[src/rtl/aoi_pkg.sv]
// Shared types and golden model for the aoi_pipe AND-OR-INVERT / OR-AND-INVERT evaluator.
// aoi_ref() is the single reference used by both the in-design self-check and the testbench.
package aoi_pkg;

  typedef enum logic {
    AOI_MODE_AOI = 1'b0,
    AOI_MODE_OAI = 1'b1
  } aoi_mode_e;

  // Widest single-lane vector aoi_ref() can evaluate (N_GROUPS*GROUP_W).
  localparam int AOI_MAX_W = 256;

  function automatic logic aoi_ref(input logic [AOI_MAX_W-1:0] vec,
                                   input aoi_mode_e             mode,
                                   input int                    group_w,
                                   input int                    n_groups);
    logic [AOI_MAX_W-1:0] mask;
    logic [AOI_MAX_W-1:0] grp;
    logic                 term;
    logic                 any_t;
    logic                 all_t;
    mask  = {AOI_MAX_W{1'b1}} >> (AOI_MAX_W - group_w);
    any_t = 1'b0;
    all_t = 1'b1;
    for (int g = 0; g < n_groups; g++) begin
      grp   = (vec >> (g * group_w)) & mask;
      term  = (mode == AOI_MODE_AOI) ? (grp == mask) : (grp != '0);
      any_t = any_t | term;
      all_t = all_t & term;
    end
    return (mode == AOI_MODE_AOI) ? ~any_t : ~all_t;
  endfunction

endpackage

[src/rtl/aoi_pipe_slice.sv]
// Generic valid/ready register slice: one entry, full throughput when the consumer is ready.
module aoi_pipe_slice #(
  parameter int DATA_W = 8
) (
  input  logic              clk,
  input  logic              rst,
  input  logic              in_valid,
  output logic              in_ready,
  input  logic [DATA_W-1:0] in_data,
  output logic              out_valid,
  input  logic              out_ready,
  output logic [DATA_W-1:0] out_data
);

  logic              valid_d, valid_q;
  logic [DATA_W-1:0] data_d, data_q;

  assign in_ready  = !valid_q || out_ready;
  assign out_valid = valid_q;
  assign out_data  = data_q;

  always_comb begin
    valid_d = valid_q;
    data_d  = data_q;
    if (in_ready) begin
      valid_d = in_valid;
      if (in_valid) data_d = in_data;
    end
  end

  always_ff @(posedge clk or posedge rst) begin
    if (rst) begin
      valid_q <= 1'b0;
      data_q  <= '0;
    end else begin
      valid_q <= valid_d;
      data_q  <= data_d;
    end
  end

endmodule

[src/rtl/aoi_pipe.sv]
// Two-stage elastic AOI/OAI evaluator: stage 1 registers per-group AND/OR terms, stage 2 the inverted lane result.
// Define AOI_PIPE_CHECK_EN to carry raw inputs alongside and flag mismatches against aoi_ref() on chk_err.
module aoi_pipe
  import aoi_pkg::*;
#(
  parameter int GROUP_W  = 2,
  parameter int N_GROUPS = 2,
  parameter int LANES    = 1,
  parameter int CNT_W    = 16
) (
  input  logic                               clk,
  input  logic                               rst,
  input  logic                               in_valid,
  output logic                               in_ready,
  input  logic                               in_mode,
  input  logic [LANES*N_GROUPS*GROUP_W-1:0]  in_a,
  output logic                               out_valid,
  input  logic                               out_ready,
  output logic [LANES-1:0]                   out_o,
  output logic                               out_mode,
  output logic [CNT_W-1:0]                   xfer_cnt,
  output logic                               chk_err
);

  localparam int TERMS_W = LANES * N_GROUPS;
  localparam int IN_W    = TERMS_W * GROUP_W;
  localparam int LANE_W  = N_GROUPS * GROUP_W;
`ifdef AOI_PIPE_CHECK_EN
  localparam int SHADOW_W = IN_W;
`else
  localparam int SHADOW_W = 0;
`endif
  localparam int S1_W = SHADOW_W + TERMS_W + 1;
  localparam int S2_W = SHADOW_W + LANES + 1;

  logic [TERMS_W-1:0] terms_d, terms_q;
  logic [LANES-1:0]   o_d;
  logic               mode_q;
  logic [S1_W-1:0]    s1_in, s1_out;
  logic [S2_W-1:0]    s2_in, s2_out;
  logic               s1_valid, s1_ready;
  logic               out_fire;
  logic [CNT_W-1:0]   xfer_cnt_d, xfer_cnt_q;

  for (genvar t = 0; t < TERMS_W; t++) begin : g_term
    assign terms_d[t] = (in_mode == AOI_MODE_OAI) ? |in_a[t*GROUP_W +: GROUP_W]
                                                  : &in_a[t*GROUP_W +: GROUP_W];
  end

  for (genvar l = 0; l < LANES; l++) begin : g_lane
    assign o_d[l] = (mode_q == AOI_MODE_OAI) ? ~&terms_q[l*N_GROUPS +: N_GROUPS]
                                             : ~|terms_q[l*N_GROUPS +: N_GROUPS];
  end

  // Payload layout, LSB first: result bits, mode, then the optional raw-input shadow.
  always_comb begin
`ifdef AOI_PIPE_CHECK_EN
    s1_in = {in_a, in_mode, terms_d};
    s2_in = {s1_out[S1_W-1 -: IN_W], mode_q, o_d};
`else
    s1_in = {in_mode, terms_d};
    s2_in = {mode_q, o_d};
`endif
    terms_q = s1_out[TERMS_W-1:0];
    mode_q  = s1_out[TERMS_W];
  end

  aoi_pipe_slice #(.DATA_W(S1_W)) u_stage1 (
    .clk       (clk),
    .rst       (rst),
    .in_valid  (in_valid),
    .in_ready  (in_ready),
    .in_data   (s1_in),
    .out_valid (s1_valid),
    .out_ready (s1_ready),
    .out_data  (s1_out)
  );

  aoi_pipe_slice #(.DATA_W(S2_W)) u_stage2 (
    .clk       (clk),
    .rst       (rst),
    .in_valid  (s1_valid),
    .in_ready  (s1_ready),
    .in_data   (s2_in),
    .out_valid (out_valid),
    .out_ready (out_ready),
    .out_data  (s2_out)
  );

  assign out_o    = s2_out[LANES-1:0];
  assign out_mode = s2_out[LANES];
  assign out_fire = out_valid && out_ready;
  assign xfer_cnt = xfer_cnt_q;

  always_comb begin
    xfer_cnt_d = xfer_cnt_q;
    if (out_fire) xfer_cnt_d = xfer_cnt_q + CNT_W'(1);
  end

  always_ff @(posedge clk or posedge rst) begin
    if (rst) xfer_cnt_q <= '0;
    else     xfer_cnt_q <= xfer_cnt_d;
  end

`ifdef AOI_PIPE_CHECK_EN
  logic [IN_W-1:0]  raw_q;
  logic [LANES-1:0] ref_o;
  logic             chk_err_d, chk_err_q;

  assign raw_q = s2_out[S2_W-1 -: IN_W];

  for (genvar l = 0; l < LANES; l++) begin : g_ref
    assign ref_o[l] = aoi_ref(AOI_MAX_W'(raw_q[l*LANE_W +: LANE_W]), aoi_mode_e'(out_mode),
                              GROUP_W, N_GROUPS);
  end

  always_comb begin
    chk_err_d = chk_err_q;
    if (out_fire && (out_o != ref_o)) chk_err_d = 1'b1;
  end

  always_ff @(posedge clk or posedge rst) begin
    if (rst) chk_err_q <= 1'b0;
    else     chk_err_q <= chk_err_d;
  end

  assign chk_err = chk_err_q;
`else
  assign chk_err = 1'b0;
`endif

endmodule

[config.mk]
export PLATFORM = sky130hd
export DESIGN_NAME = aoi_pipe
export DESIGN_NICKNAME = d
export VERILOG_FILES = /design/src/rtl/aoi_pkg.sv /design/src/rtl/aoi_pipe_slice.sv /design/src/rtl/aoi_pipe.sv
export SDC_FILE = /design/constraint.sdc
export NUM_CORES = 1
export LEC_CHECK = 0
export BUFFER_PORTS_ARGS = -buffer_cell sky130_fd_sc_hd__buf_2
export CAP_MARGIN = 5
export CORE_AREA = 2 2 58 60
export CTS_CLUSTER_SIZE = 16
export DETAILED_ROUTE_END_ITERATION = 12
export DIE_AREA = 0 0 60 62
export MAX_ROUTING_LAYER = met4
export PLACE_DENSITY = 0.53
export SKIP_CTS_REPAIR_TIMING = 1
export SLEW_MARGIN = 20
export SYNTH_ARGS = -nofsm -noshare
export SYNTH_HDL_FRONTEND = slang
export SYNTH_SLANG_ARGS = --single-unit
[constraint.sdc]
create_clock -name clk -period 2.1 [get_ports clk]
set_input_delay 0.315 -clock clk [delete_from_list [all_inputs] [get_ports clk]]
set_output_delay 0.315 -clock clk [all_outputs]
set_load 0.05 [all_outputs]
== After elaboration in Yosys (flattened, before gate mapping) ==
Cells that the tools add are included.
W data, S select, Z words.
Cells by class
  add/subtract/negate cells: 1
  multiply operators: 0
  div/mod/pow operators: 0
  magnitude comparators: 0
  equality and inequality tests: 0
  shift-type cells: 0
  multiplexer cells: 3
  bitwise gates (word level): 0
  reduce and logical (&&, ||, !) cells: 15
Operator list (count)
  $add A16 B1 Y16 const B: 1
  $reduce_and A2 Y1: 5
  $reduce_or A2 Y1: 3
  $logic_not A1 Y1: 4
  $mux W1: 3
  $logic_or A1 B1 Y1: 2
  $logic_and A1 B1 Y1: 1
Word-level totals
  flip-flop bits (word level): 23
  bits in latches: 0
  memory bits (writable): 0
  memory bits (read-only): 0
  input port bits: 9
  output and inout port bits: 21
  word-level logic and storage cells: 24
  memories kept: 0

== Logic depth before layout (Yosys ltp) ==
Gate-level depths: netlist of the first run.
  depth after elaboration: 4
  gate-level depth with buffers: 5
  gate-level depth less buffers: 5

== By module ==
A second synthesis of the first run with hierarchy kept.
Second synthesis, totals
  cell total of the unflattened synthesis: 89
  area total of the unflattened synthesis: 1087.3 sq um
Modules (own cells, without submodules)
  aoi_pipe: instances 1, cells an instance 69, area each 769.5 sq um, seq. area each 400.4 sq um
  aoi_pipe_slice at u_stage1: instances 1, cells an instance 11, area each 181.4 sq um, seq. area each 100.1 sq um
  aoi_pipe_slice at u_stage2: instances 1, cells an instance 9, area each 136.4 sq um, seq. area each 75.1 sq um

== Worst setup path before layout of the first run ==
Ideal clock, no wire load.
  path kind: register -> register
  start: register u_stage2.valid_q, in the netlist u_stage2.out_valid
  end: register u_stage1.data_q[2], in the netlist u_stage1.out_data[2]
  setup time: 0.125 ns
  arrival time: 1.892 ns
  required time: 1.975 ns
  slack: 0.083 ns
  stages on the path, launching flop included: 4
  path buffers: 0
  period minus slack after synthesis: 2.017 ns
  cell sequence: dfrtp_1 nand3b_1 nand2_1 mux2_2
Between the ends
  longest elaborated chain between the ends: 4
RTL lines
  from (decl): RTL line aoi_pipe_slice.sv:15  | logic valid_d, valid_q;
  from (signal assigned): RTL line aoi_pipe_slice.sv:36  | valid_q <= valid_d;
  $logic_not A1 Y1: RTL line aoi_pipe_slice.sv:18  | assign in_ready = !valid_q || out_ready;
  $logic_or A1 B1 Y1 (2 in series): RTL line aoi_pipe_slice.sv:18
  named net in_ready: RTL line aoi_pipe.sv:14  | output logic in_ready,
  $reduce_and A2 Y1 (no source line)
  to (signal assigned): RTL line aoi_pipe_slice.sv:37  | data_q <= data_d;
  to (decl): RTL line aoi_pipe_slice.sv:16  | logic [DATA_W-1:0] data_d, data_q;
The timed path passes the listed nets, and every way through them passes these cells.
A chain may end at the register's enable or synchronous reset.

== Final worst setup path of the first run ==
  start: register xfer_cnt_q[4], in the netlist xfer_cnt[4]
  end: register xfer_cnt_q[15], in the netlist xfer_cnt[15]
Between the ends
  longest elaborated chain between the ends: 1
RTL lines
  from (decl): RTL line aoi_pipe.sv:43  | logic [CNT_W-1:0] xfer_cnt_d, xfer_cnt_q;
  from (signal assigned): RTL line aoi_pipe.sv:102  | else xfer_cnt_q <= xfer_cnt_d;
  $add A16 B1 Y16: RTL line aoi_pipe.sv:97  | if (out_fire) xfer_cnt_d = xfer_cnt_q + CNT_W'(1);
No other way between the ends.

==> results of run 1 <==
layout make-up:
cell class                      count  area (µm²)
Multi-Input combinational cell     66         438
Clock buffer                        4        26.3
Fill cell                         327        1920
Timing Repair Buffer               29         148
Inverter                            3        11.3
Sequential cell                    23         576
Tap cell                           46        57.6
worst reg2reg max path: cells and delay by family (launching register included):
kind,cells,cell delay [ps]
AND/OR/NAND/NOR,3,870
XOR/XNOR,1,130
flip-flops,1,470
routing by layer:
layer  share of wire [%]  up-vias  global-route usage, %
li1                    -      373                      -
met1                  48      347                   14.3
met2                  47       25                   19.7
met3                 5.0        2                   4.35
met4                0.43        0                   2.86
met5                   0        -                      -
cell usage in the layout (no fill, tap or decap), types with 3 or more instances in the layout:
cell / count
buf_2: 28
xor2_1: 5
nand2b_1: 3
nor2_1: 6
nor3_1: 3
dfrtp_1: 23
inv_1: 3
clkbuf_4: 3
nand2_1: 16
xnor2_1: 10
per-stage QoR:
step | hold WS, ps | cells
final | 27.5 | 171
after global routing | 28.1 | 171
after CTS | 27.3 | 171
after global placement | 373 | 167
after floorplan | 317 | 93
after detailed placement | 377 | 167
power breakdown:
part	leakage (nW)	internal, mW	switching, mW
combinational	0.339	0.128	0.365
clock	0.0150	0.0740	0.124
sequential	0.289	0.521	0.0843
total	0.643	0.723	0.574
state kept, by name, indices dropped and copies added (netlist names):
register and cells:
u_stage1.out_valid 1, u_stage2.out_data 2, u_stage1.out_data 3, xfer_cnt 16, u_stage2.out_valid 1
final timing paths:
path | startpoint | to | slack (ps) | cells past startpoint
worst max-delay path | xfer_cnt[4]$_DFFE_PP0P_ | xfer_cnt[15]$_DFFE_PP0P_ | 540 | 4
worst min-delay path | rst | u_stage1.out_valid$_DFFE_PP0P_ | 30 | 3
worst max register to register | xfer_cnt[4]$_DFFE_PP0P_ | xfer_cnt[15]$_DFFE_PP0P_ | 540 | 4
worst min register to register | xfer_cnt[15]$_DFFE_PP0P_ | xfer_cnt[15]$_DFFE_PP0P_ | 480 | 1
max in group asynchronous | rst | xfer_cnt[0]$_DFFE_PP0P_ | 1840 | 3
min in group clk | in_valid | u_stage1.out_valid$_DFFE_PP0P_ | 210 | 2
logic make-up after synthesis:
group                    synth area share [%]
flip-flops                               55.8
AND/OR/NAND/NOR                          21.6
XOR/XNOR                                 12.7
buffers and inverters                    1.82
other                                   0.363
AO/OA/AOI/OAI                            3.39
multiplexers                             2.18
adder cells (fa/ha/maj)                  2.18
==> flow_summary.ini, run 1 <==
[clock_network]
cts_tree = built
cts_buffer_depth = 2
clk_pin_slew_worst_paths_ps = 120
clock_latency_ps = 300
cts_root_buffer = clkbuf_4
ctsHtreeMaxLevel = 1
clock_sink_count = 23
cts_inserted_buffers = 3

[synth]
synth_enable_flop_cells = 0
postSynthCellCount = 93
syn_area_mm2 = 0.00103
synthesis.area_per_instance_um2 = 11.1
post-synth-top-area-cell = dfrtp_1
yosys.area.top_type_share_pct = 55.8
synth.most_common_cell = dfrtp_1
ys_warn_count = 0
synthDistinctLibCells = 25
ys_seq_area_share_pct = 55.8
synth_common_cells = 23 x dfrtp_1, 16 x nand2_1, 10 x xnor2_1
syn_nets = 103
async_reset_ff_share_pct = 100
synth.top_cells.by_area = dfrtp_1 56%, xnor2_1 8.5%, nand2_1 5.8%
ys.flop_type = dfrtp_1
ys_seq_elements = 23

[drt]
vias_per_cell = 4.37
detail_route.first_pass.iterations = 4
wl_per_cell_um = 10.8
postRouteAntennaNets = 0
drc_violations_left = 0
route.vias.total = 747
first_iter_violations = 40
total_wirelength_mm = 1.85

[worst_setup_path]
worst_setup_end_kind = flip-flop
cp_data_arrival_time_ps = 1770
worst-path-max-fanout = 6
setup.worst_path.class = flip-flop to flip-flop
crit_slowest_cell = dfrtp_1
critPathBufInv = 0
path_delay_family = simple AND/OR/NAND/NOR gates
worst_setup_path_start_kind = flip-flop
worst-endpoint-required_ps = 2300
crit_chain = nand4_2 > nor4_4 > or3b_1 > xnor2_1
delay_of_the_slowest_cell_on_the_worst_path_ps = 470

[global_route]
grt_start_max_net_pins = 24
via_count_of_the_first_global_routing_pass = 740
overall_global_routing_usage_pct = 12.1
grt_remaining_overflow = 0
grt_antenna_before_repair = 0
grt_first_pass_wirelength_mm = 3.24

[layout]
postLayoutCoreUtil_pct = 39.5
design.final.nets = 136
layout.cell_area.non_filler_mm2 = 0.00126
insertedDiodeCount = 0
layout_stage_area_growth_over_the_synthesis_result_pct = 21.7
final_layout_size_suffix_gt1_share_pct = 31.2

[power]
finalPower_mw = 1.30
peakVddDrop_uv = 455
power_density_mw_per_mm2 = 1030
cellLeakagePower_nw = 0.643

[job]
max-cap-violations = 0

[sta]
number_of_max_slew_violations_in_the_final_report = 0
fin_worst_skew_ps = 3.22
grt_setup_unrepaired = no
final.setup.worst_slack_ps = 537
final-hold-violation-count = 0
totalNegativeSetupSlack_ps = 0
period_share_pct = 74.4
shortest_clock_period_the_worst_path_allows_after_layout_ps = 1560
finalSetupViolations = 0
achievable-frequency_mhz = 640

[floorplanning]
core.rowCount = 21
die_height_um = 62
die_w_um = 60
initial_core_util_pct = 32.5
coreArea_mm2 = 0.00318
io_pins = 30
floorplan.die_area_mm2 = 0.00372

[place]
pre_cts_ws_ps = 541
place.detailed.hpwl_mm = 1.44
gp_routability_congestion = 0.753
placed_area_mm2 = 0.00123
io_buffer_count = 28

[run_status]
outcome = finished clean

[min_path]
hold_class = primary input to asynchronous set/reset pin
No activity file was read; power rests on OpenSTA's default activity.
==> run 2: changes to the inputs <==
Settings changed: PLACE_DENSITY 0.53 to 0.55.
Clock period 2.1 ns to 1.3 ns, I/O delays scaled along.
==> flow_summary.ini, run 2 (synthesis gave the netlist of run 1 again) <==
[power]
sw_frac_of_total_pct = 42.1
power_density_mw_per_mm2 = 1610
power.share.clock_pct = 13.3
peakVddDrop_uv = 819
reg_power_share_pct = 38.0
internal_power_mw = 1.47
comb_power_share_pct = 48.8
netSwitchingPower_mw = 1.06
cellLeakagePower_nw = 0.768

[clock_network]
clock_sink_count = 23
cts_tree = built
clock_latency_ps = 310
cts_inserted_buffers = 3
cts_buffer_depth = 2
clk_pin_slew_worst_paths_ps = 130
ctsHtreeMaxLevel = 1
cts_root_buffer = clkbuf_4

[worst_setup_path]
worst-endpoint-required_ps = 1110
rr_worst_depth = 4
worst-path-max-fanout = 4
worst_setup_path_start_kind = flip-flop
timing.rr.start = xfer_cnt[3]$_DFFE_PP0P_
critical_path_capture_point = in_ready
worst_setup_path_startpoint = u_stage2.out_valid$_DFFE_PP0P_
cp_data_arrival_time_ps = 1200
reg2reg_slack_ps = -80
setup.worst_path.class = flip-flop to output pin
reg2reg_capture_point = xfer_cnt[15]$_DFFE_PP0P_
worst_setup_end_kind = output pin

[global_route]
grt_antenna_before_repair = 0
via_count_of_the_first_global_routing_pass = 744
overall_global_routing_usage_pct = 12.2
grt_remaining_overflow = 0
grt_start_max_net_pins = 24
grt_first_pass_wirelength_mm = 3.24

[run_status]
violations = setup timing
outcome = finished with violations

[sta]
shortest_clock_period_the_worst_path_allows_after_layout_ps = 1390
achievable-frequency_mhz = 718
final-hold-violation-count = 0
finalSetupViolations = 2
period_share_pct = 107
grt_setup_unrepaired = yes
holdWs_ps = 81.5
number_of_max_slew_violations_in_the_final_report = 0
fin_worst_skew_ps = 4.61
final.setup.worst_slack_ps = -92.6

[place]
io_buffer_count = 28
placed_cells_incl_taps = 185
gp_routability_congestion = 0.761
placed_area_mm2 = 0.00142
place.detailed.hpwl_mm = 1.59

[layout]
postLayoutCoreUtil_pct = 49.4
layout.filler_cells = 282
max_ffs_per_register = 16
insertedDiodeCount = 0
final_layout_size_suffix_gt1_share_pct = 54.2
layout.cell_area.non_filler_mm2 = 0.00157
layout_cells_excl_fill = 190
design.final.nets = 155
layout_stage_area_growth_over_the_synthesis_result_pct = 52.0
final_cell_mix = 16 x buf_2, 16 x buf_4, 14 x nand2_1

[drt]
routed.top_layer = met3
met3WireLength_um = 72
m1WireLength_um = 906
route.vias.total = 819
first_iter_violations = 16
vias_per_cell = 4.31
drc_violations_left = 0
wl_per_cell_um = 10.7
postRouteAntennaNets = 0
detail_route.first_pass.iterations = 2
total_wirelength_mm = 2.03
met2_wirelength_mm = 1.05

[floorplanning]
coreArea_mm2 = 0.00318
floorplan.die_area_mm2 = 0.00372
io_pins = 30
die_height_um = 62
initial_core_util_pct = 32.5
core.rowCount = 21
die_w_um = 60

[job]
max-cap-violations = 0

[min_path]
hold_class = primary input to flip-flop
whs_path_depth = 2
-- run 2: cell types whose count changed in the layout (fill, tap and decap cells not counted), moves of 2 or more --
| cell | delta |
|---|---|
| buf_2 | -12 |
| buf_4 | +15 |
| buf_6 | +12 |
| buf_8 | +2 |
| dfrtp_1 | -13 |
| dfrtp_2 | +13 |
| nand2_1 | -2 |
| nand2_2 | +2 |
| nor3_1 | -3 |
| nor3_4 | +2 |
-- run 2: worst min path at each step --
stage,from,end,slack [ps]
global placement,rst,u_stage1.out_valid$_DFFE_PP0P_,250
CTS,rst,xfer_cnt[1]$_DFFE_PP0P_,-100
global route,in_valid,u_stage1.out_valid$_DFFE_PP0P_,70
floorplan,rst,u_stage1.out_data[0]$_DFFE_PP0P_,200
detailed placement,rst,u_stage1.out_valid$_DFFE_PP0P_,250
finish,in_valid,u_stage1.out_valid$_DFFE_PP0P_,80
-- run 2: layout make-up --
cell class / instances / area, µm² / area share, %
inverters: 3 / 11.3 / 0.718
clock inverters: 1 / 5.00 / 0.319
repair buffers: 48 / 383 / 24.4
clock buffers: 3 / 22.5 / 1.44
flip-flops and latches: 23 / 592 / 37.7
multi-input cells: 66 / 498 / 31.7
well taps: 46 / 57.6 / 3.67
-- run 2: metal layers --
metal | vias up | global-route usage (%)
met5 | - | -
met4 | 0 | 4.76
li1 | 414 | -
met2 | 21 | 21.6
met1 | 384 | 13.5
met3 | 0 | 2.48
-- run 2: power groups by stage --
stage	Clock, mW	Combinational (mW)	Sequential [mW]
5_1_grt	0.380	1.31	0.974
4_1_cts	0.346	1.05	0.960
3_3_place_gp	0	1.03	0.964
6_report	0.336	1.23	0.960
2_1_floorplan	0	0.259	1.40
3_5_place_dp	0	1.04	0.976
-- run 2: per-stage QoR --
stage                     setup WS [ps]  power (mW)  TNS [ps]
after detailed placement          -64.0        2.02     -68.6
after CTS                          -204        2.35      -481
final                             -92.6        2.53      -175
after global placement            -30.8        1.99     -48.1
after global routing               -150        2.66      -613
after floorplan                    -429        1.66     -1850
-- run 2: worst max-delay path, cell delays in order (launching register included) --
cell,delay (ps)
dfrtp_2,440
buf_6,120
nand3b_1,150
buf_6,180
